File: src/rtl/uart_rx_pkg.sv
// Shared types and constants for the UART receive path.
package uart_rx_pkg;

  localparam int RX_PRESCALE_W = 5;
  localparam int RX_EDGE_W     = 6;
  localparam int RX_BIT_W      = 4;
  localparam int RX_DATA_BITS  = 8;

  typedef enum logic [2:0] {
    IDLE   = 3'd0,
    START  = 3'd1,
    DATA   = 3'd2,
    PARITY = 3'd3,
    STOP   = 3'd4,
    CHECK  = 3'd5
  } rx_state_e;

  // States in which the edge/bit counter runs.
  function automatic logic is_counting(rx_state_e s);
    return (s == START) || (s == DATA) || (s == PARITY) || (s == STOP);
  endfunction

endpackage

File: src/rtl/uart_rx_ctrl.sv
// Receive-side frame sequencer: walks start, data, optional parity and stop
// bits using the external edge/bit counter and strobes the datapath blocks.
module uart_rx_ctrl
  import uart_rx_pkg::*;
#(
  parameter int PRESCALE_W = RX_PRESCALE_W,
  parameter int EDGE_W     = RX_EDGE_W,
  parameter int BIT_W      = RX_BIT_W,
  parameter int DATA_BITS  = RX_DATA_BITS
) (
  input  logic                  clk,
  input  logic                  rst,
  input  logic                  rx_in,
  input  logic                  par_en,
  input  logic [PRESCALE_W-1:0] prescale,
  input  logic [EDGE_W-1:0]     edge_cnt,
  input  logic [BIT_W-1:0]      bit_cnt,
  input  logic                  strt_glitch,
  input  logic                  par_err,
  input  logic                  stp_err,
  output logic                  cnt_en,
  output logic                  dat_samp_en,
  output logic                  strt_chk_en,
  output logic                  deser_en,
  output logic                  par_chk_en,
  output logic                  stp_chk_en,
  output logic                  data_valid,
  output logic                  busy
);

  // One extra bit so prescale+1 and mid+2 never overflow the compare.
  localparam int CW = EDGE_W + 1;

  rx_state_e             state;
  rx_state_e             state_next;
  logic [PRESCALE_W-1:0] pscl_q;
  logic                  par_en_q;

  logic [CW-1:0]    edge_ext;
  logic [CW-1:0]    edge_nxt;
  logic [CW-1:0]    mid_nxt;
  logic             last;
  logic             frame_start;
  logic             counting_nxt;
  logic             chk_nxt;
  logic             win_nxt;
  logic [BIT_W-1:0] stop_max;

  assign edge_ext = CW'(edge_cnt);
  assign last     = (edge_ext == CW'(pscl_q) + CW'(1));
  assign stop_max = par_en_q ? BIT_W'(DATA_BITS + 2) : BIT_W'(DATA_BITS + 1);

  // Next-state decode; rx_in only matters in IDLE and CHECK.
  always_comb begin
    state_next = state;
    case (state)
      IDLE:   if (!rx_in) state_next = START;
      START:  if (last) state_next = (strt_glitch || (bit_cnt != '0)) ? IDLE : DATA;
      DATA: begin
        if (last) begin
          if (bit_cnt > BIT_W'(DATA_BITS))       state_next = IDLE;
          else if (bit_cnt == BIT_W'(DATA_BITS)) state_next = par_en_q ? PARITY : STOP;
        end
      end
      PARITY: if (last) state_next = (bit_cnt > BIT_W'(DATA_BITS + 1)) ? IDLE : STOP;
      STOP:   if (last) state_next = (bit_cnt > stop_max) ? IDLE : CHECK;
      CHECK:  state_next = rx_in ? IDLE : START;
      default: state_next = IDLE;
    endcase
  end

  // Outputs are registered, so they are decoded from the edge count the
  // counter will show next cycle; a strobe then coincides with edge==mid+2.
  assign frame_start  = ((state == IDLE) || (state == CHECK)) && (state_next == START);
  assign mid_nxt      = frame_start ? CW'(prescale >> 1) : CW'(pscl_q >> 1);
  assign edge_nxt     = (cnt_en && !last) ? edge_ext + CW'(1) : '0;
  assign counting_nxt = is_counting(state_next);
  assign chk_nxt      = counting_nxt && (edge_nxt == mid_nxt + CW'(2));
  assign win_nxt      = counting_nxt && (edge_nxt + CW'(1) >= mid_nxt)
                                     && (edge_nxt <= mid_nxt + CW'(1));

  // State register, frame configuration capture and Moore outputs.
  always_ff @(posedge clk) begin
    if (rst) begin
      state       <= IDLE;
      pscl_q      <= '0;
      par_en_q    <= 1'b0;
      cnt_en      <= 1'b0;
      dat_samp_en <= 1'b0;
      strt_chk_en <= 1'b0;
      deser_en    <= 1'b0;
      par_chk_en  <= 1'b0;
      stp_chk_en  <= 1'b0;
      data_valid  <= 1'b0;
      busy        <= 1'b0;
    end else begin
      state <= state_next;
      if (frame_start) begin
        pscl_q   <= prescale;
        par_en_q <= par_en;
      end
      cnt_en      <= counting_nxt;
      dat_samp_en <= win_nxt;
      strt_chk_en <= chk_nxt && (state_next == START);
      deser_en    <= chk_nxt && (state_next == DATA);
      par_chk_en  <= chk_nxt && (state_next == PARITY);
      stp_chk_en  <= chk_nxt && (state_next == STOP);
      data_valid  <= (state_next == CHECK) && !stp_err && !(par_en_q && par_err);
      busy        <= (state_next != IDLE);
    end
  end

endmodule

File: config.mk
export PLATFORM = sky130hd
export DESIGN_NAME = uart_rx_ctrl
export DESIGN_NICKNAME = d
export VERILOG_FILES = /design/src/rtl/uart_rx_pkg.sv /design/src/rtl/uart_rx_ctrl.sv
export SDC_FILE = /design/constraint.sdc
export NUM_CORES = 1
export LEC_CHECK = 0
export BUFFER_PORTS_ARGS = -buffer_cell sky130_fd_sc_hd__buf_2
export CORE_MARGIN = 2
export CORE_UTILIZATION = 56
export CTS_CLUSTER_DIAMETER = 100
export DETAILED_ROUTE_END_ITERATION = 8
export PLACE_DENSITY = 0.79
export RECOVER_POWER = 100
export SKIP_LAST_GASP = 1
export SLEW_MARGIN = 0
export SYNTH_ARGS = -nofsm -noshare
export SYNTH_HDL_FRONTEND = slang
export SYNTH_SLANG_ARGS = --single-unit
export TNS_END_PERCENT = 10
File: constraint.sdc
create_clock -name clk -period 3.8 [get_ports clk]
set_clock_uncertainty 0.15 [all_clocks]
set_input_delay 0.76 -clock clk [delete_from_list [all_inputs] [get_ports clk]]
set_output_delay 0.76 -clock clk [all_outputs]
set_load 0.02 [all_outputs]
==> results of run 1 <==
-- metal layers --
metal | up-vias | track usage
met3 | 5 | 0.0424
met2 | 62 | 0.360
met4 | 0 | 0.0897
met5 | - | 0
met1 | 709 | 0.368
li1 | 796 | -
-- flip-flops by register name (all words and copies together) (netlist names) --
register     flops
dat_samp_en      1
par_en_q         1
state            3
pscl_q           5
par_chk_en       1
strt_chk_en      1
stp_chk_en       1
busy             1
deser_en         1
cnt_en           1
data_valid       1
-- power breakdown --
part	internal (mW)	switching, mW	leakage (nW)	total (mW)
clock	0.0402	0.0639	0.0139	0.104
sequential	0.186	0.00977	0.139	0.196
combinational	0.0818	0.102	0.668	0.184
-- logic make-up after synthesis --
family | after synthesis
and+or+nand+nor | 83
AOI/OAI and AO/OA | 41
buffers and inverters | 23
DFF | 17
adders and majority gates | 16
xor gates and xnor gates | 15
muxes | 9
-- worst max-delay path, stage by stage (launching register included) --
cell,delay [ns]
dfxtp_1,0.51
xor2_1,0.15
or3_1,0.50
mux2i_1,0.25
inv_1,0.09
ha_1,0.20
inv_1,0.12
xnor3_1,0.33
and3_1,0.19
o211ai_1,0.15
a21oi_1,0.08
o21ai_0,0.43
nor4b_1,0.11
-- Yosys cell counts, types with 4 or more instances --
library cell,n
xnor2_1,7
dfxtp_1,17
mux2i_1,7
inv_1,15
nor4b_1,4
or3_1,4
a21oi_1,9
o21a_1,4
nor3_1,4
ha_1,16
nand2_1,11
nor2_1,21
o21ai_0,10
nand3_1,7
nor2b_1,9
xor2_1,7
-- how the worst max path moves through the flow --
stage | start | cells after the start | endpoint
5_1_grt | state[0]$_SDFF_PP0_ | 12 | strt_chk_en$_SDFF_PP0_
6_report | state[0]$_SDFF_PP0_ | 12 | strt_chk_en$_SDFF_PP0_
2_1_floorplan | edge_cnt[2] | 15 | dat_samp_en$_SDFF_PP0_
4_1_cts | state[0]$_SDFF_PP0_ | 12 | strt_chk_en$_SDFF_PP0_
3_3_place_gp | rx_in | 12 | strt_chk_en$_SDFF_PP0_
3_5_place_dp | rx_in | 12 | strt_chk_en$_SDFF_PP0_
-- cell usage in the layout, fill, tap and decap left out, drive strengths merged, types with 8 or more instances in the layout --
| cell | n |
|---|---|
| inv | 15 |
| mux2i | 8 |
| ha | 16 |
| nor2b | 9 |
| nor2 | 21 |
| buf | 23 |
| nand2 | 11 |
| clkbuf | 16 |
| o21ai | 10 |
| a21oi | 9 |
| dfxtp | 17 |
-- area by class of cell --
| cell class | instances | area (um2) |
|---|---|---|
| Clock buffer | 3 | 22.5 |
| Clock inverter | 1 | 7.51 |
| Fill cell | 246 | 943 |
| Inverter | 15 | 56.3 |
| Multi-Input combinational cell | 164 | 1180 |
| Sequential cell | 17 | 340 |
| Tap cell | 31 | 38.8 |
| Timing Repair Buffer | 36 | 169 |
-- per-stage QoR --
stage / hold slack [ns] / setup WS, ns / cell area, um2 / std cells / power [mW]
finish: 0.438 / 0.419 / 1810 / 267 / 0.484
CTS: 0.432 / 0.440 / 1840 / 267 / 0.491
global placement: 0.398 / 0.212 / 1810 / 263 / 0.385
floorplan: 0.320 / 0.314 / 1630 / 204 / 0.332
global route: 0.464 / 0.128 / 1810 / 267 / 0.518
detailed placement: 0.417 / 0.137 / 1810 / 263 / 0.387
==> metrics.md, run 1 <==
| Metric | Value |
|---|---|
| Setup crit start kind | `flip-flop` |
| Synth area leaders | `dfxtp_1 21%, ha_1 12%, nor2_1 4.8%` |
| Grt total ovfl | `0` |
| Reg2reg path depth | `12` |
| Critical path required time | `3.83 ns` |
| Max_slew headroom | `0.591` |
| Syn-to-layout area delta | `11.5%` |
| Cts repair resizes | `0` |
| CTS root buffer | `clkbuf_4` |
| Routed len/inst | `14.8 um` |
| Leak | `0.821 nW` |
| Layout Nets | `275` |
| Yosys cell types | `50` |
| Largest family of logic cells by synthesized area | `simple AND/OR/NAND/NOR gates` |
| Period Utilization, post-route | `0.890` |
| CTS tree | `built` |
| RR Endpoint | `strt_chk_en$_SDFF_PP0_` |
| Post-Synth Adder-Cell Area | `0.123` |
| Sequential area share after synthesis | `0.209` |
| Routed Antenna Nets | `0` |
| WL met3 | `263 um` |
| Ys flop type | `dfxtp_1` |
| Final wirelength | `3.94 mm` |
| Post-CTS Hold Buffers | `0` |
| First-pass GRT wire length | `6.40 mm` |
| Initial antenna violation count | `0` |
| EDFF count, synth | `0` |
| Area of the die | `3350 um2` |
| Synthesis-stage register bit count | `17` |
| # rows | `19` |
| Max-cap viol count | `0` |
| HP Class | `flip-flop to flip-flop` |
| CTS Buffer Depth | `2` |
| Async set or reset register ratio after synthesis | `0` |
| Synth top area share | `0.209` |
| Setup violators final | `0` |
| RSZ-0062 raised after global routing | `false` |
| Highest routed layer | `met4` |
| Initial core utilization | `0.590` |
| Setup TNS | `0 ns` |
| CP endpoint kind | `flip-flop` |
| Synth warn | `0` |
| Largest net degree at the start of global routing | `12` |
| Mean Syn Cell Area | `7.98 um2` |
| M1 wire length | `1.95 mm` |
| Multiplexer share of the synthesized area | `0.0638` |
| Max Slew Vio Count | `0` |
| Worst-Skew Late Latency | `0.30 ns` |
| Worst Path Arrival | `3.41 ns` |
| Maximum VDD drop | `0.000286 V` |
| Met2 wire len | `1.68 mm` |
| H-Tree Depth | `1` |
| All-Layer GR Usage | `0.248` |
| CTS buffer count | `3` |
| Peak Freq | `296 MHz` |
| Port bufs | `29` |
| I/O pin count | `30` |
| DRC | `0` |
| Vias in the first global route | `1360` |
| Synthesized netlist cell count | `204` |
| GPL Wtd Cong | `0.902` |
| Min-Delay Endpoint | `data_valid$_SDFF_PP0_` |
| R2R Setup Slk | `0.42 ns` |
| 1st-iter DRT viols | `93` |
| Via/cell ratio | `5.89` |
| Kind of critical path | `flip-flop to flip-flop` |
| Core box area | `2760 um2` |
| Synth Cell Area | `1630 um2` |
| Share of cells above drive strength 1 | `0.148` |
| Clk sinks | `17` |
| Post-Syn Nets | `242` |
| Antenna diodes | `0` |
| Worst Hold Launch | `par_en_q$_SDFFE_PP0N_` |
| Post-route minimum period | `3.38 ns` |
| Outcome | `complete, no violations` |
| Pwr dens | `267 nW/um2` |
| Die Ht | `57.9 um` |
| Hold path cells | `1` |
| Fin util | `0.658` |
| Vias | `1572` |
| Drt first pass iters | `4` |
| Die W | `57.9 um` |
| Critical Path Fanout Max | `9` |
| RR Startpoint | `state[0]$_SDFF_PP0_` |
| Clock slew at reported path FFs | `0.11 ns` |
| Post-synthesis compound-gate area fraction | `0.169` |
| Synth Area in Simple Gates | `0.280` |
| Post-CTS Setup Bufs | `0` |
| Synth Area in XOR/XNOR | `0.0892` |
| Worst slew pin tran | `0.614 ns` |
| Area leader, netlist | `dfxtp_1` |
| Endpoints failing hold | `0` |
| Detailed-placement wirelength estimate | `3.15 mm` |
Note: power is estimated with default switching activity, not from simulation.
==> inputs of run 2 (changes only) <==
--- a/constraint.sdc
+++ b/constraint.sdc
@@ -3,3 +3,3 @@
 set_input_delay 0.76 -clock clk [delete_from_list [all_inputs] [get_ports clk]]
 set_output_delay 0.76 -clock clk [all_outputs]
-set_load 0.02 [all_outputs]
+set_load 0.005 [all_outputs]
==> metrics.md, run 2 (synthesis gave the netlist of run 1 again) <==
| Metric | Value |
|---|---|
| Post-route minimum period | `3.39 ns (+0.0102 ns)` |
| Clk pwr share | `0.217 (+0.002)` |
| First-pass GRT wire length | `6.40 mm (unchanged)` |
| Max_slew headroom | `0.595 (+0.00487)` |
| Routed len/inst | `14.7 um (-0.68%)` |
| Final worst slack | `0.408 ns (-0.0102 ns)` |
| Int Power | `0.309 mW (+0.16%)` |
| Leak | `0.842 nW (+2.5%)` |
| Pwr dens | `264 nW/um2 (-0.99%)` |
| # rows | `19 (unchanged)` |
| Die W | `57.9 um (unchanged)` |
| Core box area | `2760 um2 (unchanged)` |
| Share of cells above drive strength 1 | `0.169 (+0.0212)` |
| Setup TNS | `0 ns (unchanged)` |
| Die Ht | `57.9 um (unchanged)` |
| Register name with the most flops | `pscl_q` |
| Kind of critical path | `flip-flop to flip-flop` |
| DP Worst Slack | `0.137 ns (unchanged)` |
| Largest register FFs | `5 (unchanged)` |
| Largest net degree at the start of global routing | `12 (unchanged)` |
| Endpoints failing hold | `0 (unchanged)` |
| Max-cap viol count | `0 (unchanged)` |
| Seq pwr share | `0.408 (+0.003)` |
| Hold Slack | `0.438 ns (+0.0000230 ns)` |
| Initial antenna violation count | `0 (unchanged)` |
| Post-Place Cells | `263 (unchanged)` |
| Clk sinks | `17 (unchanged)` |
| Post-CTS Hold Buffers | `0 (unchanged)` |
| Sw Ratio | `0.358 (-0.00519)` |
| Via/cell ratio | `5.93 (+0.70%)` |
| Commonest cells after routing, fill and taps aside | `26 x buf_2, 21 x nor2_1, 17 x dfxtp_1` |
| Drt first pass iters | `5 (+1)` |
| Post-CTS Setup Bufs | `0 (unchanged)` |
| Largest registers | `pscl_q x5, state x3` |
| H-Tree Depth | `1 (unchanged)` |
| Combinational Power Share | `0.375 (-0.005)` |
| Clock slew at reported path FFs | `0.11 ns (about the same)` |
| CTS buffer count | `3 (unchanged)` |
| RSZ-0062 raised after global routing | `false` |
| All-Layer GR Usage | `0.248 (unchanged)` |
| DP Area | `1810 um2 (unchanged)` |
| Layout Nets | `275 (unchanged)` |
| Final wirelength | `3.92 mm (-0.68%)` |
| Outcome | `complete, no violations` |
| Commonest non-fill, non-tap cell in the layout | `buf_2` |
| CP endpoint kind | `flip-flop` |
| GPL Wtd Cong | `0.902 (unchanged)` |
| Vias | `1583 (+0.70%)` |
| 1st-iter DRT viols | `95 (+2.2%)` |
| Fin util | `0.660 (+0.00227)` |
| Highest routed layer | `met4` |
| Setup violators final | `0 (unchanged)` |
| Worst-Skew Late Latency | `0.30 ns (about the same)` |
| Met2 wire len | `1.65 mm (-2.3%)` |
| Post-Layout Cell Count | `267 (unchanged)` |
| Fill cells | `243 (-1.2%)` |
| Routed Antenna Nets | `0 (unchanged)` |
| Maximum VDD drop | `0.000282 V (-1.6%)` |
| Max Slew Vio Count | `0 (unchanged)` |
| M1 wire length | `1.96 mm (+0.10%)` |
| Port bufs | `29 (unchanged)` |
| Sw power | `0.172 mW (-2.1%)` |
| CTS root buffer | `clkbuf_4` |
| Setup crit start kind | `flip-flop` |
| DRC | `0 (unchanged)` |
| Peak Freq | `295 MHz (-0.30%)` |
| Finished Cell Area | `1820 um2 (+0.35%)` |
| Critical Path Fanout Max | `9 (unchanged)` |
| Critical path required time | `3.83 ns (about the same)` |
| CTS Buffer Depth | `2 (unchanged)` |
| Initial core utilization | `0.590 (unchanged)` |
| Antenna diodes | `0 (unchanged)` |
| Period Utilization, post-route | `0.893 (+0.00268)` |
| HP Class | `flip-flop to flip-flop` |
| Vias in the first global route | `1360 (unchanged)` |
| I/O pin count | `30 (unchanged)` |
| Cts repair resizes | `0 (unchanged)` |
| CTS tree | `built` |
| Grt total ovfl | `0 (unchanged)` |
| PnR Total Power | `0.481 mW (-0.65%)` |
| WL met3 | `253 um (-3.8%)` |
| Worst slew pin tran | `0.607 ns (-0.00730 ns)` |
| Detailed-placement wirelength estimate | `3.15 mm (unchanged)` |
| Syn-to-layout area delta | `11.8%` |
| Area of the die | `3350 um2 (unchanged)` |
| Worst Path Arrival | `3.42 ns (about the same)` |
-- run 2: changes by cell type in the layout (fill, tap and decap cells not counted) --
cell      change
clkbuf_1      -5
buf_2         +5
-- run 2: final timing paths --
kind                          from                      to  slack [ns]  cells past startpoint
min          par_en_q$_SDFFE_PP0N_   data_valid$_SDFF_PP0_        0.44                      1
max            state[0]$_SDFF_PP0_  strt_chk_en$_SDFF_PP0_        0.41                     12
min reg2reg  par_en_q$_SDFFE_PP0N_   data_valid$_SDFF_PP0_        0.44                      1
max reg2reg    state[0]$_SDFF_PP0_  strt_chk_en$_SDFF_PP0_        0.41                     12
-- run 2: critical path, cell delays in order, from the launching register on --
cell	delay [ns]
dfxtp_1	0.51
xor2_1	0.15
or3_1	0.50
mux2i_1	0.25
inv_1	0.09
ha_1	0.20
inv_1	0.12
xnor3_1	0.33
and3_1	0.19
o211ai_1	0.15
a21oi_1	0.08
o21ai_0	0.45
nor4b_1	0.11
-- run 2: layout make-up --
cell class | count | area [um2] | area share
clock buffers | 3 | 22.5 | 0.0124
flip-flops and latches | 17 | 340 | 0.187
clock inverters | 1 | 7.51 | 0.00412
well taps | 31 | 38.8 | 0.0213
multi-input cells | 164 | 1180 | 0.648
repair buffers | 36 | 175 | 0.0962
inverters | 15 | 56.3 | 0.0309
-- run 2: routing by layer --
layer  GRT usage  vias to the layer above
met3      0.0424                        9
li1            -                      799
met1       0.368                      710
met4      0.0897                        0
met5           0                        -
met2       0.360                       65
-- run 2: power groups by stage --
stage	Clock, mW	Combinational [mW]	Sequential (mW)
final	0.104	0.181	0.196
after global routing	0.115	0.203	0.197
after CTS	0.106	0.185	0.196
after detailed placement	0	0.183	0.200
after global placement	0	0.181	0.200
after floorplan	0	0.132	0.196
==> inputs of run 3 (changes only) <==
CORE_UTILIZATION = 60   (was 56)
MAX_ROUTING_LAYER = met4   (was unset)
PLACE_DENSITY = 0.84   (was 0.79)
clock period = 4.3 ns   (was 3.8 ns; I/O delays follow)
==> metrics.md, run 3 (synthesis gave the netlist of run 1 again) <==
| Metric | Value |
|---|---|
| Outcome | `complete, no violations` |
| Largest net degree at the start of global routing | `12 (unchanged)` |
| Via/cell ratio | `6.02 (+1.5%)` |
| Critical Path Fanout Max | `9 (unchanged)` |
| Worst Path Arrival | `3.64 ns (+0.22 ns)` |
| Endpoints failing hold | `0 (unchanged)` |
| All-Layer GR Usage | `0.286 (+0.0379)` |
| Period Utilization, post-route | `0.832` |
| Peak Freq | `280 MHz` |
| Layer with the highest usage | `met2` |
| # rows | `18 (-1)` |
| Reg2reg path depth | `14 (+2)` |
| Commonest cells after routing, fill and taps aside | `25 x buf_2, 21 x nor2_1, 17 x dfxtp_1` |
| Largest registers | `pscl_q x5, state x3` |
| Int Power | `0.272 mW (-12%)` |
| Met1 global-route usage | `0.366 (-0.00209)` |
| Port bufs | `29 (unchanged)` |
| Clk sinks | `17 (unchanged)` |
| Share of cells above drive strength 1 | `0.162 (-0.00710)` |
| Commonest non-fill, non-tap cell in the layout | `buf_2` |
| CP startpoint | `rx_in` |
| HP Class | `flip-flop to flip-flop` |
| Clk pwr share | `0.210 (-0.007)` |
| Sw power | `0.152 mW (-12%)` |
| Clock slew at reported path FFs | `0.11 ns (about the same)` |
| Critical path required time | `4.36 ns (+0.53 ns)` |
| Seq pwr share | `0.409 (about the same)` |
| Setup violators final | `0 (unchanged)` |
| CP endpoint kind | `flip-flop` |
| GPL Wtd Cong | `0.914 (+1.3%)` |
| CTS root buffer | `clkbuf_4` |
| Antenna diodes | `0 (unchanged)` |
| Drt first pass iters | `4 (-1)` |
| DRC | `0 (unchanged)` |
| R2R Setup Slk | `0.73 ns (+0.32 ns)` |
| Max_slew headroom | `0.587 (-0.00881)` |
| Grt total ovfl | `0 (unchanged)` |
| CTS tree | `built` |
| Worst slew pin tran | `0.620 ns (+0.0132 ns)` |
| GR Util met2 | `0.445 (+0.0850)` |
| RR Endpoint | `dat_samp_en$_SDFF_PP0_` |
| H-Tree Depth | `1 (unchanged)` |
| Leak | `0.833 nW (-1.1%)` |
| Post-CTS Setup Bufs | `0 (unchanged)` |
| Finished Cell Area | `1810 um2 (-0.76%)` |
| Routed len/inst | `15.3 um (+4.4%)` |
| Core box area | `2520 um2 (-8.5%)` |
| Met3 GRT Util | `0.0698 (+0.0274)` |
| Post-CTS Hold Buffers | `0 (unchanged)` |
| Layout Nets | `273 (-0.73%)` |
| Detailed-placement wirelength estimate | `3.24 mm (+2.8%)` |
| Worst Hold Launch | `par_en_q$_SDFFE_PP0N_` |
| Setup TNS | `0 ns (unchanged)` |
| Worst-Skew Late Latency | `0.29 ns (about the same)` |
| Routed Antenna Nets | `0 (unchanged)` |
| Initial core utilization | `0.645 (+0.0550)` |
| Pwr dens | `235 nW/um2 (-11%)` |
| Final wirelength | `4.04 mm (+3.2%)` |
| I/O pin count | `30 (unchanged)` |
| Largest register FFs | `5 (unchanged)` |
| Max Slew Vio Count | `0 (unchanged)` |
| Setup crit start kind | `input pin` |
| Vias | `1588 (+0.32%)` |
| RR Startpoint | `state[2]$_SDFF_PP0_` |
| Kind of critical path | `input pin to flip-flop` |
| Die Ht | `56.1 um (-3.2%)` |
| RSZ-0062 raised after global routing | `false` |
| CP endpoint | `dat_samp_en$_SDFF_PP0_` |
| Sw Ratio | `0.358 (about the same)` |
| Cts repair resizes | `0 (unchanged)` |
| Post-route minimum period | `3.58 ns` |
| Maximum VDD drop | `0.000286 V (+1.6%)` |
| Fill cells | `225 (-7.4%)` |
| Area of the die | `3150 um2 (-6.2%)` |
| Vias in the first global route | `1532 (+13%)` |
| Initial antenna violation count | `0 (unchanged)` |
| CTS Buffer Depth | `2 (unchanged)` |
| Register name with the most flops | `pscl_q` |
| First-pass GRT wire length | `7.08 mm (+11%)` |
| 1st-iter DRT viols | `119 (+25%)` |
| Combinational Power Share | `0.381 (+0.006)` |
| Syn-to-layout area delta | `11.0%` |
| Die W | `56.1 um (-3.2%)` |
| CTS buffer count | `3 (unchanged)` |
| Max-cap viol count | `0 (unchanged)` |
| DP Area | `1800 um2 (-0.90%)` |
-- run 3: stage by stage --
step | power [mW] | std cells | utilization | hold WS (ns) | worst slack [ns]
floorplan | 0.290 | 204 | - | 0.320 | 0.719
global placement | 0.332 | 260 | 0.712 | 0.400 | 0.570
detailed placement | 0.339 | 260 | 0.712 | 0.405 | 0.425
CTS | 0.427 | 264 | 0.724 | 0.413 | 0.715
global route | 0.457 | 264 | 0.716 | 0.436 | 0.414
finish | 0.424 | 264 | 0.716 | 0.407 | 0.722
-- run 3: how the worst min path moves through the flow --
stage,slack (ns),cells past startpoint,endpoint
finish,0.41,1,data_valid$_SDFF_PP0_
global route,0.44,1,data_valid$_SDFF_PP0_
CTS,0.41,1,data_valid$_SDFF_PP0_
detailed placement,0.40,1,data_valid$_SDFF_PP0_
global placement,0.40,1,data_valid$_SDFF_PP0_
floorplan,0.32,1,data_valid$_SDFF_PP0_
-- run 3: layout make-up --
| class | count | area (um2) | share of cell area |
|---|---|---|---|
| multi-input combinational | 164 | 1180 | 0.653 |
| timing repair buffer | 34 | 163 | 0.0900 |
| sequential | 17 | 340 | 0.188 |
| clock buffer | 3 | 22.5 | 0.0125 |
| clock inverter | 1 | 7.51 | 0.00416 |
| tap | 30 | 37.5 | 0.0208 |
| inverter | 15 | 56.3 | 0.0312 |
-- run 3: power groups by stage --
stage / logic [mW] / registers, mW / clock network [mW]
6_report: 0.161 / 0.173 / 0.0889
3_3_place_gp: 0.156 / 0.176 / 0
4_1_cts: 0.164 / 0.173 / 0.0903
5_1_grt: 0.185 / 0.175 / 0.0975
3_5_place_dp: 0.162 / 0.177 / 0
2_1_floorplan: 0.117 / 0.174 / 0
-- run 3: critical path, stage by stage --
cell and delay [ns]:
buf_2 0.13, or3_1 0.57, mux2i_1 0.30, inv_1 0.10, ha_1 0.28, inv_1 0.04, ha_1 0.28, nor2b_1 0.14
o21a_1 0.16, o21a_1 0.17, o21a_1 0.16, o22ai_1 0.14, o21ai_0 0.11, nor4_1 0.18
-- run 3: metal layers --
| layer | wire (um) | share of wire |
|---|---|---|
| met1 | 1810 | 0.45 |
| met2 | 1820 | 0.45 |
| met3 | 324 | 0.080 |
| met4 | 88 | 0.022 |
| met5 | 0 | 0 |
